===== config.mk =====
export PLATFORM = sky130hd
export DESIGN_NAME = mmio_controller
export DESIGN_NICKNAME = d
export VERILOG_FILES = /design/src/rtl/mmio_pkg.sv /design/src/rtl/mmio_counter.sv /design/src/rtl/mmio_controller.sv
export SDC_FILE = /design/constraint.sdc
export NUM_CORES = 1
export LEC_CHECK = 0
export ABC_CLOCK_PERIOD_IN_PS = 3400
export CORE_MARGIN = 3
export CORE_UTILIZATION = 48
export CTS_CLUSTER_SIZE = 25
export DETAILED_ROUTE_END_ITERATION = 16
export DONT_BUFFER_PORTS = 1
export SETUP_SLACK_MARGIN = 0.02
export SLEW_MARGIN = 5
export SYNTH_ARGS = -nofsm -noshare
export SYNTH_HDL_FRONTEND = slang
export SYNTH_SLANG_ARGS = --single-unit

===== constraint.sdc =====
create_clock -name clk -period 3.4 [get_ports clk]
set_input_delay 0.34 -clock clk [delete_from_list [all_inputs] [get_ports clk]]
set_output_delay 0.34 -clock clk [all_outputs]
set_load 0.02 [all_outputs]

===== src/rtl/mmio_pkg.sv =====
// rtl/mmio_pkg.sv - shared region codes, IO register offsets and reset values for the MMIO controller
package mmio_pkg;

    typedef enum logic [2:0] {
        RGN_NONE,
        RGN_DMEM,
        RGN_IMEM,
        RGN_BOTH,
        RGN_BIOS,
        RGN_IO
    } region_e;

    localparam logic [3:0] NIB_DMEM = 4'b0001;
    localparam logic [3:0] NIB_IMEM = 4'b0010;
    localparam logic [3:0] NIB_BOTH = 4'b0011;

    localparam logic [7:0] OFF_UART_CTRL = 8'h00;
    localparam logic [7:0] OFF_UART_RX   = 8'h04;
    localparam logic [7:0] OFF_UART_TX   = 8'h08;
    localparam logic [7:0] OFF_CYC       = 8'h10;
    localparam logic [7:0] OFF_INST      = 8'h14;
    localparam logic [7:0] OFF_CTR_RST   = 8'h18;
    localparam logic [7:0] OFF_EVT_BASE  = 8'h20;

    localparam logic [31:0] RST_RDATA   = 32'h0;
    localparam logic [7:0]  RST_TX_DATA = 8'h0;

    // Memory-side regions only; the IO region is recognised by the caller from addr[31].
    function automatic region_e decode_region(input logic [3:0] nib);
        region_e r;
        casez (nib)
            NIB_DMEM: r = RGN_DMEM;
            NIB_IMEM: r = RGN_IMEM;
            NIB_BOTH: r = RGN_BOTH;
            4'b01??:  r = RGN_BIOS;
            default:  r = RGN_NONE;
        endcase
        return r;
    endfunction

endpackage


===== src/rtl/mmio_counter.sv =====
// rtl/mmio_counter.sv - wrapping counter with synchronous clear that overrides increment
module mmio_counter #(
    parameter int CTR_W = 32
) (
    input  logic             clk,
    input  logic             rst,
    input  logic             clr,
    input  logic             inc,
    output logic [CTR_W-1:0] q
);

    logic [CTR_W-1:0] cnt_q;
    logic [CTR_W-1:0] cnt_d;

    always_comb begin
        cnt_d = cnt_q;
        if (clr) begin
            cnt_d = '0;
        end else if (inc) begin
            cnt_d = cnt_q + CTR_W'(1);
        end
    end

    always_ff @(posedge clk) begin
        if (!rst) begin
            cnt_q <= '0;
        end else begin
            cnt_q <= cnt_d;
        end
    end

    assign q = cnt_q;

endmodule


===== src/rtl/mmio_controller.sv =====
// rtl/mmio_controller.sv - EX-stage address decode, byte write enables and MMIO register file
module mmio_controller
    import mmio_pkg::*;
#(
    parameter int          CTR_W   = 32,
    parameter int          N_EVT   = 2,
    parameter logic [31:0] IO_BASE = 32'h8000_0000,
    localparam int         EW      = (N_EVT > 0) ? N_EVT : 1
) (
    input  logic          clk,
    input  logic          rst,
    input  logic          stall,
    input  logic          ex_load,
    input  logic          ex_store,
    input  logic [31:0]   ex_addr,
    input  logic [31:0]   ex_wdata,
    input  logic [3:0]    ex_wmask,
    input  logic          pc_bios,
    input  logic          retire,
    input  logic [EW-1:0] evt,
    output logic [3:0]    dmem_we,
    output logic [3:0]    imem_we,
    output logic          wb_io_sel,
    output logic [31:0]   wb_io_rdata,
    output logic [7:0]    tx_data,
    output logic          tx_valid,
    input  logic          tx_ready,
    input  logic [7:0]    rx_data,
    input  logic          rx_valid,
    output logic          rx_ready
);

    region_e          rgn;
    logic             is_io;
    logic             wr_en;
    logic             rd_en;
    logic             io_wr;
    logic             io_rd;
    logic [7:0]       io_off;
    logic             tx_accept;
    logic             ctr_clr;
    logic [31:0]      rd_val;
    logic [CTR_W-1:0] cyc_q;
    logic [CTR_W-1:0] inst_q;
    logic [CTR_W-1:0] evt_q [EW];

    logic        wb_io_sel_q,   wb_io_sel_d;
    logic [31:0] wb_io_rdata_q, wb_io_rdata_d;
    logic        tx_valid_q,    tx_valid_d;
    logic [7:0]  tx_data_q,     tx_data_d;

    logic unused_bits;
    assign unused_bits = ^{ex_addr[27:8], ex_addr[1:0], ex_wdata[31:8]};

    // Load and store together is illegal; the store wins so the load side is masked.
    assign is_io  = (ex_addr[31] == IO_BASE[31]);
    assign rgn    = is_io ? RGN_IO : decode_region(ex_addr[31:28]);
    assign wr_en  = rst && ex_store && !stall;
    assign rd_en  = rst && ex_load && !ex_store && !stall;
    assign io_wr  = wr_en && (rgn == RGN_IO);
    assign io_rd  = rd_en && (rgn == RGN_IO);
    assign io_off = {ex_addr[7:2], 2'b00};

    assign tx_accept = io_wr && (io_off == OFF_UART_TX) && tx_ready && !tx_valid_q;
    assign ctr_clr   = io_wr && (io_off == OFF_CTR_RST);
    assign rx_ready  = io_rd && (io_off == OFF_UART_RX) && rx_valid;

    always_comb begin
        dmem_we = 4'b0000;
        imem_we = 4'b0000;
        if (wr_en) begin
            case (rgn)
                RGN_DMEM: dmem_we = ex_wmask;
                RGN_IMEM: imem_we = pc_bios ? ex_wmask : 4'b0000;
                RGN_BOTH: begin
                    dmem_we = ex_wmask;
                    imem_we = pc_bios ? ex_wmask : 4'b0000;
                end
                default: ;
            endcase
        end
    end

    mmio_counter #(.CTR_W(CTR_W)) u_cyc (
        .clk(clk), .rst(rst), .clr(ctr_clr), .inc(1'b1), .q(cyc_q)
    );

    mmio_counter #(.CTR_W(CTR_W)) u_inst (
        .clk(clk), .rst(rst), .clr(ctr_clr), .inc(retire), .q(inst_q)
    );

    generate
        if (N_EVT > 0) begin : g_evt
            for (genvar i = 0; i < N_EVT; i++) begin : g_ctr
                mmio_counter #(.CTR_W(CTR_W)) u_evt (
                    .clk(clk), .rst(rst), .clr(ctr_clr), .inc(evt[i]), .q(evt_q[i])
                );
            end
        end else begin : g_no_evt
            logic unused_evt;
            assign unused_evt = evt[0];
            assign evt_q[0]   = '0;
        end
    endgenerate

    always_comb begin
        rd_val = 32'h0;
        case (io_off)
            OFF_UART_CTRL: rd_val = {30'b0, rx_valid, tx_ready};
            OFF_UART_RX:   rd_val = {24'b0, rx_data};
            OFF_CYC:       rd_val = 32'(cyc_q);
            OFF_INST:      rd_val = 32'(inst_q);
            default: begin
                for (int i = 0; i < N_EVT; i++) begin
                    if (io_off == OFF_EVT_BASE + 8'(4 * i)) begin
                        rd_val = 32'(evt_q[i]);
                    end
                end
            end
        endcase
    end

    always_comb begin
        wb_io_sel_d   = wb_io_sel_q;
        wb_io_rdata_d = wb_io_rdata_q;
        tx_valid_d    = tx_valid_q;
        tx_data_d     = tx_data_q;
        if (!stall) begin
            wb_io_sel_d = io_rd;
            if (io_rd) begin
                wb_io_rdata_d = rd_val;
            end
        end
        // A handshake completing this cycle frees the slot only from the next cycle on.
        if (tx_valid_q && tx_ready) begin
            tx_valid_d = 1'b0;
        end else if (tx_accept) begin
            tx_valid_d = 1'b1;
            tx_data_d  = ex_wdata[7:0];
        end
    end

    always_ff @(posedge clk) begin
        if (!rst) begin
            wb_io_sel_q   <= 1'b0;
            wb_io_rdata_q <= RST_RDATA;
            tx_valid_q    <= 1'b0;
            tx_data_q     <= RST_TX_DATA;
        end else begin
            wb_io_sel_q   <= wb_io_sel_d;
            wb_io_rdata_q <= wb_io_rdata_d;
            tx_valid_q    <= tx_valid_d;
            tx_data_q     <= tx_data_d;
        end
    end

    assign wb_io_sel   = wb_io_sel_q;
    assign wb_io_rdata = wb_io_rdata_q;
    assign tx_valid    = tx_valid_q;
    assign tx_data     = tx_data_q;

endmodule


==> results.md, run 1 <==
- Counting flops with a built-in enable in the synthesized netlist gives 0.
- The first global-routing pass estimated 37.5 mm of wire.
- The number of vias per cell after detailed routing is between 6 and 7.
- The number of different library cells in the post-synthesis netlist is between 40 and 50.
- The aggregate global routing overflow is 0.
- Walking the worst path, the cells encountered are ha_1 > nand4_1 > or3_1 > or4_1 > a21oi_1.
- The number of ports placed on the die boundary is about 140.
- The last weighted congestion value of the routability-driven placer is about 0.8.
- The static power due to leakage is 2.92 nW.
- The leading register cell type out of synthesis is sky130_fd_sc_hd__dfxtp_1.
- The power density relative to cell area is 455 nW/um^2.
- The count of final setup violators is 0.
- The reg-to-reg setup timing slack is between 1 and 1.5 ns.
- The cell count after synthesis came out at 1036.
- Final hold analysis gives a worst-case slack of approximately 0.056 ns.
- The area of the placeable core is about 18000 sq um.
- Compared with the post-synthesis result, the final layout area differs by 8.08%.
- For this run, global-route usage on met2 was measured as 0.373.
- The vertical extent of the die is 141 um.
- The count of cells in the finished layout, fillers not included, comes to between 1k and 1.5k.
- For this run, the post-layout net count is 1076.
- For this run, the detailed router's first-pass iteration total came to 4.
- The clock drives 170 sinks.
- Counting both buffers and inverters, the worst setup path holds a total of 0.
- Dividing the final minimum period by the clock period gives 0.693.
- The run finished with clean final reports.
- The cell area that synthesis handed to floorplanning was 8690 sq um.
- The maximum number of pins on one net before global-route repair is 60.
- The floorplan step defined a die boundary enclosing 19800 sq um.
- The cell row count is 48.
- The dominant cell type by area after synthesis is sky130_fd_sc_hd__dfxtp_1.
- For the pin with the worst max-slew slack, the measured transition is 1.14 ns.
- The global routing met1 resource utilization is 0.310.
- Of the post-synthesis cell area, the dominant cell type holds 0.392.
- Clock-pin slew was measured on the worst setup and hold paths at 0.07 ns.
- The clock tree skew after final layout is ~0.0096 ns.
- The largest fanout on the critical path is 18.
- Counting along the longest clock path gives a buffer depth of 2.
- Summed over all failing endpoints, the final setup total negative slack is 0 ns.
- The post-DP HPWL is approximately 16 mm.
- The maximum level of the CTS H-tree is 4.
- The detailed router placed 7691 vias in this run.
- The post-cts hold buffer count is 0.
- The count of input and output buffers is 0.
- The worst pin sits at a relative slew slack of 0.233.
- The layer flagged by global routing as most heavily used is met2.
- The leading cell type by number of instances after synthesis is sky130_fd_sc_hd__dfxtp_1.
- After detailed routing, the average wire length per cell comes to around 19 um.
- STA classifies the critical path startpoint as a register.
- Across every metal layer, demand over resource in global routing totals 0.232.
- The type of the worst setup path is reg -> reg.
- In the synthesized netlist the async set-or-reset flop fraction comes to 0.
- Once layout is complete, the utilization of the core stands at 0.535.
- The worst hold path passes through 2 cells.
- The reg-to-reg critical path endpoint is u_cyc.q[24].
- The register area share after synthesis is 0.392.
- The cell family with the largest share of critical-path delay is simple AND/OR/NAND/NOR gates.
- TritonCTS built the clock tree.
- The post-cts repair resize count is 0.
- The commonest cells after synthesis are 170 x sky130_fd_sc_hd__dfxtp_1, 76 x sky130_fd_sc_hd__a21oi_1, 73 x sky130_fd_sc_hd__nand3_1.
- The met3 usage in global routing is 0.0577.
- The count of cells along the worst register-to-register path is 5.
- The number of placed instances, taps included, is between 1k and 1.5k.
- The required time of the worst setup path is between 3 and 4 ns.
- The via count of the first global-routing pass is about 7.0k.
- The number of synthesis warnings is 0.
- VDD sags by at most ~0.36 mV.
- The share of final-layout standard cells stronger than drive strength 1 is 0.0561.
- Data on the critical path arrives at its endpoint at approximately 2.7 ns.
- The number of max-slew violations in the final report is 0.
- In this run the remaining antenna-violating nets after routing total 0.
- The reg-to-reg critical path startpoint is u_cyc.q[0].
- The endpoint kind of the worst setup timing path is a register.
- Overall power consumption after layout is estimated at around 4.3 mW.
- Before CTS, the worst setup slack after placement is 1.11 ns.
- The instance area after placement is a little under 9000 sq um.
- The buffer count from post-CTS setup fixing is 0.
- TritonCTS created 17 clock buffers.
- Setup repair after global routing left no endpoint under its margin.
- The initial utilization of the core area, before any placement, comes to 0.495.
- The largest single stage delay on the critical path is roughly 0.60 ns.
- The final routed wirelength across all metal layers is roughly 23 mm.
- The class of the most critical hold timing path is in -> reg.
- Sorting the synthesized cells by area gives the leading types as sky130_fd_sc_hd__dfxtp_1 39%, sky130_fd_sc_hd__mux2i_1 6.0%, sky130_fd_sc_hd__a22oi_1 4.7%.
- For this run, the top clock speed supported by timing is approximately 0.42 GHz.
- The DRC violation total after the first TritonRoute iteration is roughly 520.
- The net count of the mapped netlist is about 1.1k.
- The die is 141 um wide.
- The clock period could shrink to around 2.4 ns.
- The number of hold-slack violations in the final timing report is 0.
- In this run the most critical hold path is launched from retire.
- Summing all non-filler instances in the final layout gives an area of approximately 9400 sq um.
- The synthesized design contains 170 register bits.
- The number of antenna violations at the first check in global routing was 0.
- The later-pin clock latency in the skew report is about 0.43 ns.
- For this design, the slowest cell found on the critical path is sky130_fd_sc_hd__or4_1.
- After detailed routing, the number of remaining DRC violations is 0.
- Across all setup checks in the final design, the least slack found is between 1 and 1.5 ns.
- The end point of the worst hold path is u_inst.q[0].
- In this run the clock root is driven by a sky130_fd_sc_hd__clkbuf_16.
- The count of maximum capacitance violations is 0.
- The average size of a mapped cell is ~8.4 sq um.
registers in the layout (all words and copies together), names as in the netlist:
| register | cells |
|---|---|
| wb_io_sel | 1 |
| wb_io_rdata | 32 |
| tx_data | 8 |
| tx_valid | 1 |
| u_inst.q | 32 |
| u_cyc.q | 32 |
| g_evt.g_ctr.u_evt.q | 64 |
area by class of cell:
type                            instances  area [sq um]
Sequential cell                       170          3400
Tap cell                              225           282
Inverter                               18          67.6
Clock buffer                           18           439
Clock inverter                         14           206
Antenna cell                            1          2.50
Multi-Input combinational cell        766          4890
Fill cell                            1694          8150
Timing Repair Buffer                   12           103
per-layer routing:
metal  vias up  wire length [um]
met5         -                 0
met4         0               361
met3        28              1360
met2       203             10800
met1      3635             10600
li1       3825                 -
report_power, final:
part | total, mW | leakage [nW] | internal [mW] | switching (mW)
Combinational | 0.110 | 1.24 | 0.0399 | 0.0703
Sequential | 2.02 | 1.37 | 2.00 | 0.0217
Clock | 2.14 | 0.313 | 1.27 | 0.868
Total | 4.27 | 2.92 | 3.31 | 0.960
cell usage in the layout (no fill, tap or decap), drive strengths merged, types with 8 or more instances in the layout:
cell type and n:
a21oi 76, a22oi 54, and2 11, and3 14, and4 22, buf 12, clkbuf 18, dfxtp 170
inv 25, mux2i 52, nand2 50, nand3 74, nand4 41, nor2 52, nor3 46, nor4 8
o21a 9, o21ai 59, o31ai 43, or3 33, or4 49, xnor2 16, xor2 23
worst max-delay path by stage:
stage	slack, ns	to	from	cells past startpoint
floorplan	1.40	rx_ready	ex_addr[3]	4
CTS	1.05	u_cyc.q[24]	u_cyc.q[0]	5
detailed placement	1.11	rx_ready	ex_addr[3]	4
global route	0.92	u_cyc.q[30]	u_cyc.q[0]	5
finish	1.04	u_cyc.q[24]	u_cyc.q[0]	5
global placement	1.08	rx_ready	ex_addr[3]	4
kinds of logic after synthesis:
logic type | share of synthesized area
XOR/XNOR | 0.0393
adder cells (fa/ha/maj) | 0.00576
flip-flops | 0.392
multiplexers | 0.0599
buffers and inverters | 0.0478
AO/OA/AOI/OAI | 0.182
AND/OR/NAND/NOR | 0.273
No activity file was read; power rests on OpenSTA's default activity.
==> run 2, diff against run 1 <==
- ABC_AREA: default -> 1
- ABC_CLOCK_PERIOD_IN_PS: 3400 -> 2500
- clock period: 3.4 -> 2.5 ns (I/O delays scaled with it)
==> run 2 against run 1 <==
  * Non-clock buffer count increased by 9
  * Routed wire length increased by 36%
  * Sequential power increased by 36%
  * Synthesized cell count increased by 47%
  * Critical path depth increased by 5
  * Hold slack got worse by 0.037 ns
  * Clock power increased by 29%
  * Power increased by 34%
  * Flip-flop and latch count unchanged
  * Register-to-register slack got worse by 0.51 ns
  * Largest cell class unchanged
==> results.md, run 2 <==
- In this design, the stage delay of the slowest critical-path cell is ~0.4 ns.
- The overall via count from detail_route is roughly 10k.
- In this run the mean area of a mapped cell was about 6.3 sq um.
- The number of antenna violations at the first check in global routing is 0.
- In the routed layout, each cell is associated on average with a via count of roughly 5.5.
- The via count of the first global-routing pass came to 8745.
- The peak ir drop on the vdd network is roughly 0.43 mV.
- The number of different library cells in the post-synthesis netlist is 40.
- In this run the deepest clock path goes through 2 buffers.
- The worst setup path is launched from a register.
- The share of final-layout standard cells stronger than drive strength 1 is 0.0485.
- Broken down by cell family, the worst path's largest delay share belongs to simple AND/OR/NAND/NOR gates.
- The number of DRC violations after detailed routing is 0.
- The count of filler cells inserted in the layout is ~2.1k.
- Counting every net in the synthesized netlist gives 1612.
- Of the total synthesized cell area, the portion taken by full adders, half adders and majority gates is 0.00522.
- The share of synthesized area in the top cell type comes to 0.355.
- The number of max-slew violations in the final report was 0.
- The signal on the critical path passes through ha_1 > nand2_1 > nor2_4 > inv_1 > nor2_1 > inv_1 > nor3_1 > nand2_1 > nand2_1 > nor2_1.
- Yosys attributes the largest share of cell area to sky130_fd_sc_hd__dfxtp_1 35%, sky130_fd_sc_hd__nand2_1 13%, sky130_fd_sc_hd__nor2_1 9.9%.
- The starting utilization of the core area is 0.491.
- Measured against its own limit, the worst slew margin works out to 0.458.
- The area of the placeable core is ~20000 sq um.
- Across all hold checks on the routed design, the worst slack comes to around 0.019 ns.
- The post-layout instance count excluding filler cells is between 1.5k and 2k.
- The leading cell type by number of instances after synthesis is sky130_fd_sc_hd__nand2_1.
- Of the total synthesized cell area, the portion taken by XOR and XNOR cells is 0.0246.
- The TritonCTS clock tree is yes.
- Counting flops with a built-in enable in the synthesized netlist gives 0.
- The post-layout net count is between 1.5k and 2k.
- After clock tree synthesis, the repair step resized 0 gates.
- The most repeated library cell on the critical path is sky130_fd_sc_hd__nand2_1.
- The total global routing track utilization is 0.287.
- For the final database, setup skew stands at 0.0130 ns.
- Leaving out fill and tap cells, the most frequent cells in the layout are 341 x sky130_fd_sc_hd__nand2_1, 254 x sky130_fd_sc_hd__nor2_1, 187 x sky130_fd_sc_hd__inv_1, 170 x sky130_fd_sc_hd__dfxtp_1, 135 x sky130_fd_sc_hd__nand3_1.
- The critical path is of the reg -> reg type.
- The area fraction in compound gates after synthesis came to 0.120.
- Of the total synthesized cell area, the portion taken by AND, OR, NAND and NOR gates is 0.394.
- The number of clock buffers inserted by TritonCTS is 17.
- At the pin with the least slew margin, the transition time is 0.812 ns.
- The endpoint kind of the worst setup timing path is a register.
- The number of placed instances, taps included is roughly 1.8k.
- The dominant combinational cell family by area after synthesis is simple AND/OR/NAND/NOR gates.
- The minimum period implied by the final worst setup slack is about 2 ns.
- The synthesized netlist occupies a cell area of ~9600 sq um.
- With fillers left out, the area of the finished cells amounts to 10500 sq um.
- The synthesized design spends more area on one cell type than any other, namely sky130_fd_sc_hd__dfxtp_1.
- The maximum clock frequency is a little over 0.5 GHz.
- The aggregate global routing overflow is 0.
- After technology mapping, the gate count stands at about 1.5k.
- Leaving out fill and tap cells, the most frequent cell in the layout is sky130_fd_sc_hd__nand2_1.
- The first global-routing pass estimated 48.7 mm of wire.
- The Yosys step of the flow raised 0 warnings.
- Setup violations remaining at the end of the flow were counted as 0.
- The count of inserted antenna diode cells is 0.
- The cell row count is 51.
- At the worst endpoint, the required time is approximately 2.8 ns.
- The number of storage elements in the synthesis netlist is 170.
- Routability-driven placement finished with a final weighted congestion of 0.959.
- The number of ports placed on the die boundary is approximately 140.
- The largest fanout on the critical path is 5.
- Of the post-synthesis cell area, the part taken by muxes is 0.
- The wire length per cell is 17.6 um.
- The chip width is ~150 um.
- Setup repair after global routing left no endpoint under its margin.
- Detailed placement finished with a half-perimeter wire length of 23.9 mm.
- The register area share after synthesis is 0.355.
- The later-pin clock latency in the skew report is approximately 0.44 ns.
- The class of the most critical hold timing path is in -> reg.
- Buffers placed on the I/O ports in this run total 0.
- Across the run, the number of max-cap violations was 0.
- Together, buffers and inverters on the worst path number 2.
- The async set or reset register ratio after synthesis is 0.
- The antenna violation net count after detailed routing is 0.
- The flow ran to the end, and the final reports show no timing, DRC or antenna violations.
- The number of flip-flops in the largest register is 64.
- The critical path's slowest cell is sky130_fd_sc_hd__dfxtp_1.
- The instance area after placement is 9790 sq um.
- The die footprint is about 22000 sq um.
- In the finished design, the share of the clock period the worst path needs comes to 0.786.
- Counting instances in the post-synthesis netlist gives the leading cell types as 342 x sky130_fd_sc_hd__nand2_1, 254 x sky130_fd_sc_hd__nor2_1, 187 x sky130_fd_sc_hd__inv_1.
- The maximum number of pins on one net before global-route repair is 76.
- Measured along the y axis, the die boundary spans 147 um.
- Clock-pin slew was measured on the worst setup and hold paths at roughly 0.07 ns.
- The static power due to leakage is 3.55 nW.
- The total number of clock tree sinks is 170.
- For this design the ratio of total power to cell area is around 550 nW/um^2.
- From synthesis to final layout, the design area changed by 9.15%.
- The number of hold-slack violations in the final timing report was 0.
- In this run the number of H-tree levels came out at 4.
- Wires add up to around 32 mm.
- The most used flip-flop cell after synthesis is sky130_fd_sc_hd__dfxtp_1.
- The detailed-router iteration count before antenna repair is 5.
- The worst path arrival time is approximately 2.3 ns.
- For the final routed database, the setup TNS stands at 0 ns.
- The first routing iteration left slightly above 900 violations.
- The buffer type at the clock tree root is sky130_fd_sc_hd__clkbuf_16.
==> run 2: cell count changes after synthesis, sizes merged, moves of 33 or more <==
cell,previous run,this run
clkbuf,60,8
nand2,50,344
or4,49,0
mux2i,52,0
inv,18,190
nor2,52,265
o31ai,43,1
a22oi,54,0
nand3,74,138
or3,33,0
==> run 2: cell type report <==
cell class | count | area (sq um) | area share
repair buffers | 21 | 198 | 0.0189
flip-flops and latches | 170 | 3400 | 0.325
inverters | 190 | 713 | 0.0681
clock inverters | 14 | 159 | 0.0152
well taps | 265 | 332 | 0.0317
multi-input cells | 1114 | 5230 | 0.499
clock buffers | 18 | 439 | 0.0419
==> run 2: worst reg2reg max path, cell delays in order (launching register included) <==
cell and delay (ns):
sky130_fd_sc_hd__dfxtp_1 0.40, sky130_fd_sc_hd__ha_1 0.19, sky130_fd_sc_hd__nand2_1 0.11, sky130_fd_sc_hd__nor2_4 0.20, sky130_fd_sc_hd__inv_1 0.06, sky130_fd_sc_hd__nor2_1 0.23, sky130_fd_sc_hd__inv_1 0.13, sky130_fd_sc_hd__nor3_1 0.33
sky130_fd_sc_hd__nand2_1 0.09, sky130_fd_sc_hd__nand2_1 0.07, sky130_fd_sc_hd__nor2_1 0.05
==> run 2: what timing repair did <==
action,in CTS,in global routing
hold buffers,7,0
hold endpoints to repair,46,0
buffers inserted,0,0
==> run 2: through the flow <==
step | worst slack, ns | util | power, mW
after detailed placement | 0.577 | 0.502 | 3.00
after CTS | 0.590 | 0.536 | 5.75
after global placement | 0.615 | 0.502 | 3.00
final | 0.534 | 0.536 | 5.71
after floorplan | 0.632 | - | 2.96
after global routing | 0.333 | 0.536 | 5.87
==> run 2: cells by family after synthesis <==
family / after synthesis
adders and majority gates: 4
and+or+nand+nor: 868
DFF: 170
xor gates and xnor gates: 27
buffers and inverters: 237
AOI/OAI and AO/OA: 215
==> run 2: final timing paths <==
| kind | from | end | slack [ns] | cells after the start |
|---|---|---|---|---|
| max | u_cyc.q[0] | u_cyc.q[22] | 0.53 | 10 |
| min | ex_wdata[1] | tx_data[1] | 0.02 | 2 |
| max reg2reg | u_cyc.q[0] | u_cyc.q[22] | 0.53 | 10 |
| min reg2reg | u_cyc.q[31] | u_cyc.q[31] | 0.46 | 2 |
==> run 2: power breakdown <==
group / switching [mW] / total, mW / internal [mW]
clock network: 1.23 / 2.75 / 1.52
registers: 0.0189 / 2.74 / 2.72
logic: 0.162 / 0.223 / 0.0605
==> run 2: routing by layer <==
layer / share of wire / track usage / vias to the layer above
met2: 0.41 / 0.414 / 389
met4: 0.026 / 0.0951 / 0
met5: 0 / 0 / -
met1: 0.48 / 0.426 / 4483
li1: - / - / 4928
met3: 0.086 / 0.0653 / 46
==> run 3, diff against run 2 <==
- ABC_CLOCK_PERIOD_IN_PS: 2500 -> 1700
- PLACE_DENSITY: default -> 0.65
- clock period: 2.5 -> 1.7 ns (I/O delays scaled with it)
==> run 3 against run 2 <==
  * First-iteration DRC count increased by 11%
  * Via count increased by 3.6%
  * Setup slack got worse by 0.42 ns
  * Combinational power increased by 67%
  * Routed wire length decreased by 1.0%
  * Hold slack about the same
  * Critical path type unchanged
  * Largest cell class unchanged
  * Largest power group is now registers
==> results.md, run 3 (synthesis gave the netlist of run 2 again) <==
- The path with the worst hold slack has its endpoint at g_evt.g_ctr[1].u_evt.q[31].
- The DRC violation total after the first TritonRoute iteration is between 1k and 1.5k.
- Static timing analysis puts the maximum clock frequency at about 0.63 GHz.
- Across the run, the number of max-cap violations was 0.
- The aggregate global routing overflow is 0.
- Leaving out fill and tap cells, the most frequent cell in the layout is sky130_fd_sc_hd__nand2_1.
- In the final layout, the share of cells above drive strength 1 is 0.106.
- The worst path setup slack after routing is 0.113 ns.
- The share of total power dissipated in sequential elements is 0.488.
- The routed layout has roughly 10k vias.
- Setup repair after global routing could not meet its margin everywhere.
- The depth of the worst hold-timing path is 3.
- The cell row count is around 50.
- The count of cells along the worst register-to-register path is 7.
- Walking the worst path, the cells encountered are buf_4 > nand3_1 > nor2_1 > and2_1 > nand3_1 > o21ai_0 > a21oi_1.
- After the last flow step, the layout net total stands at ~1.7k.
- The total number of clock tree sinks is 170.
- The combinational cell fraction of total power is 0.045.
- The accumulated negative setup slack is 0 ns.
- The filler cells instantiated in the layout total between 1.5k and 2k.
- For this design the ratio of total power to cell area is between 700 and 800 nW/um^2.
- Dividing the detail-routed via count by the number of cells gives 5.50.
- The run finished with clean final reports.
- The number of antenna violations at the first check in global routing is 0.
- The number of buffers and inverters on the critical path is 1.
- The starting utilization of the core area is 0.491.
- The static power due to leakage is 3.89 nW.
- The area of the placeable core is 19500 sq um.
- The later-pin clock latency in the skew report is roughly 0.43 ns.
- Timing analysis after detailed placement gives a worst setup slack of 0.00676 ns.
- The most repeated library cell on the critical path is sky130_fd_sc_hd__nand3_1.
- The clock-pin slew of the registers on the worst-case setup and hold paths is 0.07 ns.
- Data on the critical path arrives at its endpoint at roughly 1.9 ns.
- The number of ports placed on the die boundary is ~140.
- In the finished design, the share of the clock period the worst path needs comes to 0.933.
- The worst setup path is captured at a register.
- The number of flip-flops in the largest register is 64.
- The peak ir drop on the vdd network is approximately 0.7 mV.
- In the layout the commonest cells are 336 x sky130_fd_sc_hd__nand2_1, 237 x sky130_fd_sc_hd__nor2_1, 185 x sky130_fd_sc_hd__inv_1, 164 x sky130_fd_sc_hd__dfxtp_1, 133 x sky130_fd_sc_hd__nand3_1.
- The antenna violation net count after detailed routing is 0.
- CTS built an H-tree with a depth of 4.
- The internal power is 6.21 mW.
- Of all nets on the critical path, the largest fanout is 5.
- For this design the total switching power over the nets is between 2 and 2.5 mW.
- For this block, the routed nets add up to approximately 31 mm of wire.
- The count of inserted antenna diode cells is 0.
- The reg-to-reg critical path startpoint is u_cyc.q[0].
- Buffers inserted during clock tree synthesis total 17.
- In this run the clock root is driven by a sky130_fd_sc_hd__clkbuf_16.
- In this run the critical register-to-register path is captured at u_cyc.q[17].
- The worst pin sits at a relative slew slack of 0.481.
- The maximum number of buffers from clock root to sink is 2.
- The critical hold path startpoint is evt[1].
- On the final layout, the worst hold slack is 0.0185 ns.
- The actual transition at the worst max-transition pin is ~0.78 ns.
- The congestion estimate from routability-driven global placement came to 0.941.
- The die footprint is around 22000 sq um.
- The area growth from synthesis to layout is 15.6%.
- For this design, the slowest cell found on the critical path is sky130_fd_sc_hd__dfxtp_1.
- The number of DRC violations after detailed routing is 0.
- The share of total power dissipated in the clock network is 0.467.
- The floorplan step set the die height to 147 um.
- Of the total power, the share spent switching nets is 0.247.
- The path class of the tightest hold or removal check is in -> reg.
- Among cell families on the critical path, the largest total delay comes from simple AND/OR/NAND/NOR gates.
- The count of input and output buffers is 0.
- The minimum period implied by the final worst setup slack is 1.59 ns.
- Across every metal layer, demand over resource in global routing totals 0.283.
- The first-pass GRT wire length is 48.7 mm.
- The TritonCTS clock tree is yes.
- Across all register-to-register paths, the minimum setup slack is between 0.1 and 0.15 ns.
- The via count of the first global-routing pass was about 9k.
- The number of max-slew violations in the final report is 0.
- The detailed-router iteration count before antenna repair is 6.
- In this design, the stage delay of the slowest critical-path cell is about 0.34 ns.
- The number of hold-slack violations in the final timing report is 0.
- Entering global routing, the biggest net connects 48 pins.
- Setup violations remaining at the end of the flow were counted as 0.
- The clock tree skew after final layout is a little over 0.01 ns.
- Measured on the finished design, the core utilization comes to 0.568.
- The type of the worst setup path is reg -> reg.
- The required time of the worst setup path is slightly above 2 ns.
- Detailed placement finished with a half-perimeter wire length of 23.8 mm.
- Dividing the detail-routed wire length by the instance count gives between 15 and 20 um.
- The worst setup path is launched from a register.
- The chip width is ~150 um.
[run 3: changes by cell type in the layout (fill, tap and decap cells not counted), sizes merged]
cell         change
bufinv           -1
dlygate4sd3      +7
clkinvlp         -2
inv              -1
clkinv           +4
buf             +56
[run 3: per-layer routing]
metal / up-vias / wire (um) / part of all wire / global-route usage
met5: - / 0 / 0 / 0
met4: 0 / 657 / 0.021 / 0.0820
li1: 5062 / - / - / -
met1: 4674 / 14000 / 0.45 / 0.388
met2: 417 / 13700 / 0.44 / 0.443
met3: 45 / 2900 / 0.093 / 0.0733
[run 3: layout make-up]
class / count / area [sq um] / share of cell area
Clock buffer: 18 / 439 / 0.0396
Clock inverter: 14 / 135 / 0.0122
Inverter: 190 / 713 / 0.0643
Multi-Input combinational cell: 1114 / 5360 / 0.483
Sequential cell: 170 / 3410 / 0.308
Tap cell: 265 / 332 / 0.0299
Timing Repair Buffer: 84 / 701 / 0.0632
[run 3: worst max-delay path by stage]
stage	end	depth (start not counted)	startpoint	slack (ns)
2_1_floorplan	u_cyc.q[22]	10	u_cyc.q[0]	0.22
3_3_place_gp	u_cyc.q[24]	8	u_cyc.q[1]	0.07
3_5_place_dp	u_cyc.q[24]	8	u_cyc.q[1]	0.007
4_1_cts	u_inst.q[16]	7	u_inst.q[0]	0.03
5_1_grt	g_evt.g_ctr[0].u_evt.q[19]	10	g_evt.g_ctr[0].u_evt.q[1]	0.0003
6_report	u_cyc.q[17]	7	u_cyc.q[0]	0.11
[run 3: power groups by stage]
stage          clock (mW)  sequential [mW]  combinational, mW
3_3_place_gp            0             4.12              0.313
6_report             3.85             4.03              0.373
3_5_place_dp            0             4.12              0.318
2_1_floorplan           0             4.11              0.243
4_1_cts              3.89             4.02              0.369
5_1_grt              4.06             4.03              0.409
[run 3: worst register-to-register path, stage by stage, from the launching register on]
cell and delay [ns]:
sky130_fd_sc_hd__dfxtp_1 0.34, sky130_fd_sc_hd__buf_4 0.15, sky130_fd_sc_hd__nand3_1 0.16, sky130_fd_sc_hd__nor2_1 0.24, sky130_fd_sc_hd__and2_1 0.21, sky130_fd_sc_hd__nand3_1 0.12, sky130_fd_sc_hd__o21ai_0 0.20, sky130_fd_sc_hd__a21oi_1 0.06
[run 3: timing repair]
action,CTS,global route
hold endpoints to repair,50,0
pin swaps,0,5
setup buffers,0,1
endpoints found under the setup margin,3,47
hold buffers,14,0
gates cloned,0,0
gates resized for setup,4,42
[run 3: stage by stage]
stage	area, sq um	cells	total power, mW
4_1_cts	11000	1854	8.28
6_report	11100	1855	8.25
3_5_place_dp	10200	1808	4.43
3_3_place_gp	10200	1808	4.43
5_1_grt	11100	1855	8.50
2_1_floorplan	9600	1521	4.36
